`config.mk`:
```
export PLATFORM = sky130hd
export DESIGN_NAME = exec_unit_cdb
export DESIGN_NICKNAME = d
export VERILOG_FILES = /design/src/rtl/exec_unit_cdb.sv
export SDC_FILE = /design/constraint.sdc
export NUM_CORES = 1
export LEC_CHECK = 0
export BUFFER_PORTS_ARGS = -buffer_cell sky130_fd_sc_hd__clkbuf_2
export CAP_MARGIN = 25
export CORE_ASPECT_RATIO = 1.25
export CORE_MARGIN = 4
export CORE_UTILIZATION = 25
export DETAILED_ROUTE_END_ITERATION = 8
export SKIP_LAST_GASP = 1
export SLEW_MARGIN = 20
export SYNTH_ARGS = -nofsm -noshare
export SYNTH_HDL_FRONTEND = slang
export SYNTH_SLANG_ARGS = --single-unit
```
`constraint.sdc`:
```
create_clock -name clk -period 2.5 [get_ports clk]
set_input_delay 0.375 -clock clk [delete_from_list [all_inputs] [get_ports clk]]
set_output_delay 0.375 -clock clk [all_outputs]
set_load 0.02 [all_outputs]
```
`src/rtl/exec_unit_cdb.sv`:
```
// exec_unit_cdb: fixed-latency integer unit feeding the CDB through a credit-limited result FIFO.
// Optional macro EXEC_OVF_EN adds BCovf, the signed-overflow flag of the broadcast add/sub result.
module exec_unit_cdb #(
    parameter int LAT   = 2,
    parameter int DEPTH = 4
) (
    input  logic        clk,
    input  logic        nRST,
    input  logic        issueValid,
    output logic        issueReady,
    input  logic [1:0]  opIn,
    input  logic [31:0] srcA,
    input  logic [31:0] srcB,
    input  logic [4:0]  tagIn,
    output logic        cdbReq,
    input  logic        cdbGrant,
    output logic        BCEN,
    output logic [4:0]  BClabel,
    output logic [31:0] BCdata
`ifdef EXEC_OVF_EN
    ,
    output logic        BCovf
`endif
);

    localparam int AW = $clog2(DEPTH);
    localparam int CW = AW + 1;

    // Issue handshake: an instruction transfers in a cycle with issueValid && issueReady and
    // tagIn != 0. issueReady depends only on registered state, never on issueValid.

    logic [31:0]    w_alu;
    logic [4:0]     w_inflight;
    logic [4:0]     w_used;
    logic           w_accept;
    logic           w_push;
    logic           w_pop;

    logic [LAT-1:0] r_pv;
    logic [4:0]     r_ptag  [LAT];
    logic [31:0]    r_pdata [LAT];

    logic [4:0]     r_btag  [DEPTH];
    logic [31:0]    r_bdata [DEPTH];
    logic [AW-1:0]  r_head;
    logic [AW-1:0]  r_tail;
    logic [CW-1:0]  r_count;

`ifdef EXEC_OVF_EN
    logic           w_ovf;
    logic           r_povf  [LAT];
    logic           r_bovf  [DEPTH];
`endif

    always_comb begin
        w_alu = '0;
        unique case (opIn)
            2'b00:   w_alu = srcA + srcB;
            2'b01:   w_alu = srcA - srcB;
            2'b10:   w_alu = srcA & srcB;
            default: w_alu = srcA | srcB;
        endcase
    end

`ifdef EXEC_OVF_EN
    // Signed overflow: operands agree in sign (add) or differ (sub) and the result sign flips.
    always_comb begin
        w_ovf = 1'b0;
        unique case (opIn)
            2'b00:   w_ovf = (srcA[31] == srcB[31]) && (w_alu[31] != srcA[31]);
            2'b01:   w_ovf = (srcA[31] != srcB[31]) && (w_alu[31] != srcA[31]);
            default: w_ovf = 1'b0;
        endcase
    end
`endif

    // Every valid stage already owns a buffer slot, so the pipeline never needs to stall.
    always_comb begin
        w_inflight = '0;
        for (int i = 0; i < LAT; i++) begin
            w_inflight = w_inflight + 5'(r_pv[i]);
        end
    end

    assign w_used     = w_inflight + 5'(r_count);
    assign issueReady = (w_used < 5'(DEPTH));
    assign w_accept   = issueValid && issueReady && (tagIn != 5'd0);
    assign w_push     = r_pv[LAT-1];
    assign w_pop      = BCEN;

    always_ff @(posedge clk or negedge nRST) begin
        if (!nRST) begin
            r_pv <= '0;
            for (int i = 0; i < LAT; i++) begin
                r_ptag[i]  <= '0;
                r_pdata[i] <= '0;
`ifdef EXEC_OVF_EN
                r_povf[i]  <= 1'b0;
`endif
            end
        end else begin
            r_pv[0] <= w_accept;
            if (w_accept) begin
                r_ptag[0]  <= tagIn;
                r_pdata[0] <= w_alu;
`ifdef EXEC_OVF_EN
                r_povf[0]  <= w_ovf;
`endif
            end
            for (int i = 1; i < LAT; i++) begin
                r_pv[i]    <= r_pv[i-1];
                r_ptag[i]  <= r_ptag[i-1];
                r_pdata[i] <= r_pdata[i-1];
`ifdef EXEC_OVF_EN
                r_povf[i]  <= r_povf[i-1];
`endif
            end
        end
    end

    // Result FIFO; pointers wrap naturally because DEPTH is a power of two.
    always_ff @(posedge clk or negedge nRST) begin
        if (!nRST) begin
            r_head  <= '0;
            r_tail  <= '0;
            r_count <= '0;
            for (int i = 0; i < DEPTH; i++) begin
                r_btag[i]  <= '0;
                r_bdata[i] <= '0;
`ifdef EXEC_OVF_EN
                r_bovf[i]  <= 1'b0;
`endif
            end
        end else begin
            if (w_push) begin
                r_btag[r_tail]  <= r_ptag[LAT-1];
                r_bdata[r_tail] <= r_pdata[LAT-1];
`ifdef EXEC_OVF_EN
                r_bovf[r_tail]  <= r_povf[LAT-1];
`endif
                r_tail <= r_tail + AW'(1);
            end
            if (w_pop) begin
                r_head <= r_head + AW'(1);
            end
            unique case ({w_push, w_pop})
                2'b10:   r_count <= r_count + CW'(1);
                2'b01:   r_count <= r_count - CW'(1);
                default: r_count <= r_count;
            endcase
        end
    end

    assign cdbReq  = (r_count != '0);
    assign BCEN    = cdbReq && cdbGrant;
    assign BClabel = cdbReq ? r_btag[r_head]  : 5'd0;
    assign BCdata  = cdbReq ? r_bdata[r_head] : 32'd0;
`ifdef EXEC_OVF_EN
    assign BCovf   = BCEN && r_bovf[r_head];
`endif

endmodule

```
==> impl_metrics.env, run 1 <==
export IMPL_status="finished with violations"
export IMPL_violations="setup timing"
export IMPL_worstSkewPairLatency_ps=520
export IMPL_start_util_pct=25.3
export IMPL_synth_seq_area_share_pct=47.3
export IMPL_cts_root_buf="clkbuf_16"
export IMPL_final_common_cell="dfrtp_1"
export IMPL_synth_warnings=0
export IMPL_yosys_area_top_type="dfrtp_1"
export IMPL_dr_total_vias=9010
export IMPL_max_cap_violations=0
export IMPL_rows=90
export IMPL_synthToLayoutAreaGrowth_pct=36.1
export IMPL_crit_path_start_kind="input port"
export IMPL_drive_gt1_share_pct=47.9
export IMPL_grt_remaining_overflow=0
export IMPL_synth_edf_count=0
export IMPL_grt_max_degree=88
export IMPL_synth_cell_types=59
export IMPL_crit_type="input port to flop"
export IMPL_tritoncts="yes"
export IMPL_syn_num_nets=1164
export IMPL_coreArea_sq_um=48300
export IMPL_num_nets_final=1460
export IMPL_power_density_nw_per_um2=1130
export IMPL_slew_headroom_pct=52.0
export IMPL_fp_dieW_um=206
export IMPL_drtPass1Iterations=4
export IMPL_ys_seq_elements=231
export IMPL_io_pins=115
export IMPL_min_path_type="input port to flop"
export IMPL_port_buffers=114
export IMPL_ir_worst_vdd_v=0.000491
export IMPL_end_kind="flop"
export IMPL_fin_ws_ps=-660
export IMPL_ant_nets=0
export IMPL_wl_per_cell_um=16.5
export IMPL_maxSlewViolCount=0
export IMPL_setup_violations=19
export IMPL_finalHoldViolCount=0
export IMPL_drtIter0Drc=359
export IMPL_p_leak_nw=7.51
export IMPL_syn_inst=1047
export IMPL_syn_avg_cell_area_sq_um=11.7
export IMPL_rsz0062_at_grt="yes"
export IMPL_cts_buffers=24
export IMPL_synth_async_reset_ratio_pct=100
export IMPL_synthFlopType="dfrtp_1"
export IMPL_die_area_sq_um=52500
export IMPL_grt_pass1_vias=9598
export IMPL_worst_pin_slew_ps=720
export IMPL_cts_buffer_depth=3
export IMPL_grt_pass1_wl_mm=53.1
export IMPL_worst_endpoint_arrival_ps=3570
export IMPL_fin_skew_ps=8.93
export IMPL_dp_hpwl_mm=24.0
export IMPL_crit_required_ps=2910
export IMPL_finalSetupTns_ps=-8980
export IMPL_timing_fmax_mhz=316
export IMPL_routed_wl_mm=33.1
export IMPL_cts_htree_levels=1
export IMPL_die_h_um=255
export IMPL_synth_area_leaders="dfrtp_1 47%, mux2_2 14%, mux4_2 6.8%, ha_1 4.1%, xnor2_1 2.9%"
export IMPL_utilization_pct=34.4
export IMPL_period_share_pct=126
export IMPL_grt_total_usage_pct=12.6
export IMPL_antenna_found_initial=0
export IMPL_synth_area_sq_um=12200
export IMPL_antenna_cells=0
export IMPL_post_route_min_period_ps=3160
export IMPL_vias_per_cell=4.50
export IMPL_gp_congestion=0.831
export IMPL_clock_sinks=231
export IMPL_mostFrequentLayoutCells="230 x dfrtp_1, 180 x buf_4, 149 x mux2_2"
export IMPL_crit_fanout=3
export IMPL_clk_pin_slew_ps=70
export IMPL_route_detailed_drc=0
export IMPL_netlist_area_leader_share_pct=47.3
==> per-layer routing <==
metal,global-route usage (%),share of wire [%],vias to the layer above
met4,2.60,1.5,0
met1,16.9,46,4456
met5,0,0,-
met3,1.52,3.2,33
met2,22.0,49,139
li1,-,-,4382
==> area by class of cell <==
cell class,count,area (sq um)
clock inverter,12,104
sequential,231,5780
inverter,24,90.1
timing repair buffer,316,2450
fill,4806,31700
tap,644,806
multi-input combinational,746,6710
clock buffer,31,678
==> registers in the layout, indices dropped and copies added, names as in the netlist <==
signal and flops:
r_pdata 64, r_bdata 128, r_count 3, r_pv 2
r_tail 2, r_btag 20, r_ptag 10, r_head 2
==> repair_timing <==
action                                  4_1_cts  5_1_grt
hold buffers                                  1        0
pin swaps                                    27       41
gates cloned                                  4        0
setup buffers                                13       11
resized for setup                            73       92
endpoints found under the hold margin        80        0
endpoints found under the setup margin       49       53
==> power by group <==
group | leakage (nW) | internal [mW] | total [mW] | switching [mW]
Sequential | 2.83 | 5.51 | 6.58 | 1.07
Combinational | 4.30 | 4.69 | 8.58 | 3.89
Clock | 0.380 | 2.03 | 3.54 | 1.51
Total | 7.51 | 12.2 | 18.7 | 6.47
==> critical path, stage by stage <==
cell	delay (ps)
buf_6	100
or4_4	560
nor4_4	200
and3_4	290
nand2_4	80
o31ai_4	190
xor2_1	180
ha_1	260
a21o_1	200
a21o_1	190
a21oi_2	170
o21a_1	170
o21ai_1	60
o22ai_1	170
xnor2_1	90
a221o_1	280
==> worst paths after layout <==
| check | from | to | slack [ps] | depth (start not counted) |
|---|---|---|---|---|
| setup / recovery | srcB[8] | r_pdata[63]$_DFFE_PN0P_ | -660 | 16 |
| hold / removal | tagIn[1] | r_ptag[6]$_DFFE_PN0P_ | 60 | 3 |
| setup reg to reg | r_count[0]$_DFFE_PN0P_ | r_pdata[51]$_DFFE_PN0P_ | 80 | 10 |
| hold reg to reg | r_pdata[35]$_DFFE_PN0P_ | r_pdata[3]$_DFF_PN0_ | 370 | 0 |
| max in group asynchronous | nRST | r_head[0]$_DFFE_PN0P_ | 1300 | 3 |
| min in group asynchronous | nRST | r_bdata[64]$_DFFE_PN0P_ | 460 | 2 |
==> cell usage after synthesis (5+ instances only) <==
cell type,instances
a211oi_1,10
a21o_1,13
a21oi_1,69
a31oi_1,9
and2_1,39
and3_1,9
buf_1,8
clkbuf_1,37
dfrtp_1,231
ha_1,40
inv_1,23
maj3_1,19
mux2_2,149
mux4_2,37
nand2_1,77
nand2b_1,5
nand3_1,12
nor2_1,55
nor2b_1,7
nor3_1,12
o21a_1,5
o21ai_0,52
o21ai_1,8
o31ai_1,6
xnor2_1,40
xor2_1,18
==> kinds of logic after synthesis <==
logic type / Yosys count / share of synthesized area [%]
flip-flops: 231 / 47.3
buffers and inverters: 70 / 2.16
AND/OR/NAND/NOR: 238 / 9.61
multiplexers: 191 / 21.0
XOR/XNOR: 59 / 4.29
AO/OA/AOI/OAI: 197 / 9.65
adder cells (fa/ha/maj): 61 / 5.98
==> stage by stage <==
step | power (mW) | area, sq um | instances | hold WS, ps | worst slack (ps)
2_1_floorplan | 11.3 | 12400 | 1047 | 79.4 | -928
3_3_place_gp | 13.9 | 15000 | 1939 | 357 | -1200
3_5_place_dp | 14.2 | 15000 | 1939 | 360 | -1250
4_1_cts | 18.7 | 16300 | 2000 | 41.1 | -639
5_1_grt | 19.9 | 16600 | 2004 | 63.1 | -809
6_report | 18.7 | 16600 | 2004 | 64.3 | -660
No activity file was read; power rests on OpenSTA's default activity.
==> run 2, diff against run 1 <==
SETUP_SLACK_MARGIN = 0.5   (was unset)
==> run 2 against run 1 <==
Effect of this change:
- the run still ends with setup timing left
- register-to-register slack about the same
- design area grew 4.6%
- clock power shrank 2%
- die area did not move
- highest routed layer unchanged
- global-route usage is 0.22 points lower
- count of clock-buffer cells in the layout down 3
- first-iteration DRC count is 19% lower
- utilization increased by 1.6 points
- total power increased by 8.8%
- flip-flop and latch count unchanged
- non-clock buffer count grew 23
==> impl_metrics.env, run 2 (same netlist as run 1, synthesis figures left out) <==
export IMPL_status="finished with violations"
export IMPL_violations="setup timing"
export IMPL_ant_nets=0
export IMPL_crit_path_start_kind="input port"
export IMPL_multi_input_area_sq_um=6870
export IMPL_drtPass1Iterations=4
export IMPL_dp_hpwl_mm=24.0
export IMPL_p_sw_mw=6.82
export IMPL_antenna_found_initial=1
export IMPL_wl_per_cell_um=16.7
export IMPL_end_kind="flop"
export IMPL_slew_headroom_pct=52.5
export IMPL_grt_total_usage_pct=12.4
export IMPL_pwr_share_seq_pct=32.4
export IMPL_finalSetupTns_ps=-9760
export IMPL_period_share_pct=129
export IMPL_worst_pin_slew_ps=712
export IMPL_register_area_sq_um=5780
export IMPL_routed_wl_mm=33.9
export IMPL_fin_skew_ps=16.4
export IMPL_post_route_min_period_ps=3230
export IMPL_crit_required_ps=2940
export IMPL_top_register="r_bdata"
export IMPL_fp_dieW_um=206
export IMPL_drive_gt1_share_pct=52.0
export IMPL_placed_cell_area_sq_um=15000
export IMPL_fin_ws_ps=-728
export IMPL_stdcell_area_sq_um=17400
export IMPL_intPower_mw=13.5
export IMPL_gp_congestion=0.872
export IMPL_cts_htree_levels=1
export IMPL_maxSlewViolCount=0
export IMPL_die_h_um=255
export IMPL_tritoncts="yes"
export IMPL_vias_per_cell=4.56
export IMPL_crit_type="input port to flop"
export IMPL_cts_root_buf="clkbuf_16"
export IMPL_finalHoldViolCount=0
export IMPL_ir_worst_vdd_v=0.000518
export IMPL_crit_fanout=5
export IMPL_route_detailed_drc=0
export IMPL_rsz0062_at_grt="yes"
export IMPL_die_area_sq_um=52500
export IMPL_drtIter0Drc=291
export IMPL_power_density_nw_per_um2=1170
export IMPL_grt_pass1_wl_mm=52.6
export IMPL_port_buffers=114
export IMPL_clk_pin_slew_ps=60
export IMPL_rows=90
export IMPL_fillers=4728
export IMPL_dr_total_vias=9248
export IMPL_grt_pass1_vias=9695
export IMPL_swShare_pct=33.5
export IMPL_min_path_type="input port to flop"
export IMPL_clock_sinks=231
export IMPL_setup_violations=25
export IMPL_largest_reg_flops=128
export IMPL_grt_max_degree=85
export IMPL_power_frac_clock_pct=17.0
export IMPL_num_nets_final=1482
export IMPL_pwr_share_comb_pct=50.6
export IMPL_cts_buffer_depth=3
export IMPL_start_util_pct=25.3
export IMPL_worst_endpoint_arrival_ps=3670
export IMPL_coreArea_sq_um=48300
export IMPL_io_pins=115
export IMPL_cts_buffers=23
export IMPL_max_cap_violations=0
export IMPL_mostFrequentLayoutCells="230 x dfrtp_1, 182 x buf_4, 148 x mux2_2"
export IMPL_timing_fmax_mhz=310
export IMPL_reg_top3="r_bdata (128), r_pdata (64), r_btag (20)"
export IMPL_final_common_cell="dfrtp_1"
export IMPL_grt_remaining_overflow=0
export IMPL_synthToLayoutAreaGrowth_pct=42.3
export IMPL_worstSkewPairLatency_ps=520
export IMPL_p_leak_nw=7.82
## run 2: repair_timing
item                                   in CTS  in global routing
hold buffers                                1                  0
gates cloned                                4                  3
endpoints found under the hold margin      78                  0
pin swaps                                  34                 61
setup endpoints to repair                  75                 79
buffers inserted                           18                 23
gates resized for setup                   176                136
## run 2: path summary, 6_finish.rpt
kind | slack, ps | from | depth (start not counted) | endpoint
max | -730 | srcB[8] | 16 | r_pdata[61]$_DFFE_PN0P_
min | 80 | tagIn[4] | 3 | r_ptag[9]$_DFFE_PN0P_
max reg2reg | 90 | r_count[0]$_DFFE_PN0P_ | 9 | r_pdata[60]$_DFFE_PN0P_
min reg2reg | 370 | r_pdata[61]$_DFFE_PN0P_ | 0 | r_pdata[29]$_DFF_PN0_
max in group asynchronous | 1280 | nRST | 3 | r_head[0]$_DFFE_PN0P_
min in group asynchronous | 450 | nRST | 2 | r_bdata[74]$_DFFE_PN0P_
## run 2: routing by layer
metal,routed length [um],vias up,GRT usage (%),part of all wire (%)
met5,0,-,0,0
met4,509,0,2.68,1.5
met3,1270,41,1.85,3.8
met2,17500,147,22.1,52
met1,14600,4631,15.9,43
li1,-,4429,-,-
## run 2: worst max-delay path: stages
cell      delay, ps
buf_6            90
or4_4           580
nor4_4          200
and3_4          270
nor2_1           60
xnor2_1         130
ha_1            370
nand2_2          80
o211ai_1        280
o311ai_4        160
a31oi_4         260
o21ai_4         120
buf_6           150
a221oi_4        270
nor4b_2          80
nor3_1          180
## run 2: power groups by stage
| stage | combinational, mW | sequential [mW] | clock, mW |
|---|---|---|---|
| detailed placement | 7.54 | 6.66 | 0 |
| CTS | 9.47 | 6.58 | 3.56 |
| finish | 10.3 | 6.59 | 3.46 |
| global placement | 7.39 | 6.51 | 0 |
| global route | 11.1 | 6.82 | 3.71 |
| floorplan | 5.17 | 6.20 | 0 |
## run 2: cell type report
type / count / area share [%]
clock buffer: 28 / 3.59
inverter: 24 / 0.533
clock inverter: 14 / 0.785
sequential: 231 / 33.3
timing repair buffer: 339 / 17.6
tap: 644 / 4.64
multi-input combinational: 746 / 39.5
antenna: 1 / 0.0144
## run 2: stage by stage
step / worst slack [ps] / total power, mW / cells / util (%) / hold slack (ps)
5_1_grt: -861 / 21.6 / 2027 / 36.0 / 79.6
3_5_place_dp: -1260 / 14.2 / 1935 / 31.1 / 360
4_1_cts: -683 / 19.6 / 2000 / 34.6 / 55.9
2_1_floorplan: -928 / 11.4 / 1047 / - / 79.4
6_report: -728 / 20.4 / 2027 / 36.0 / 79.9
3_3_place_gp: -1220 / 13.9 / 1935 / 31.1 / 362
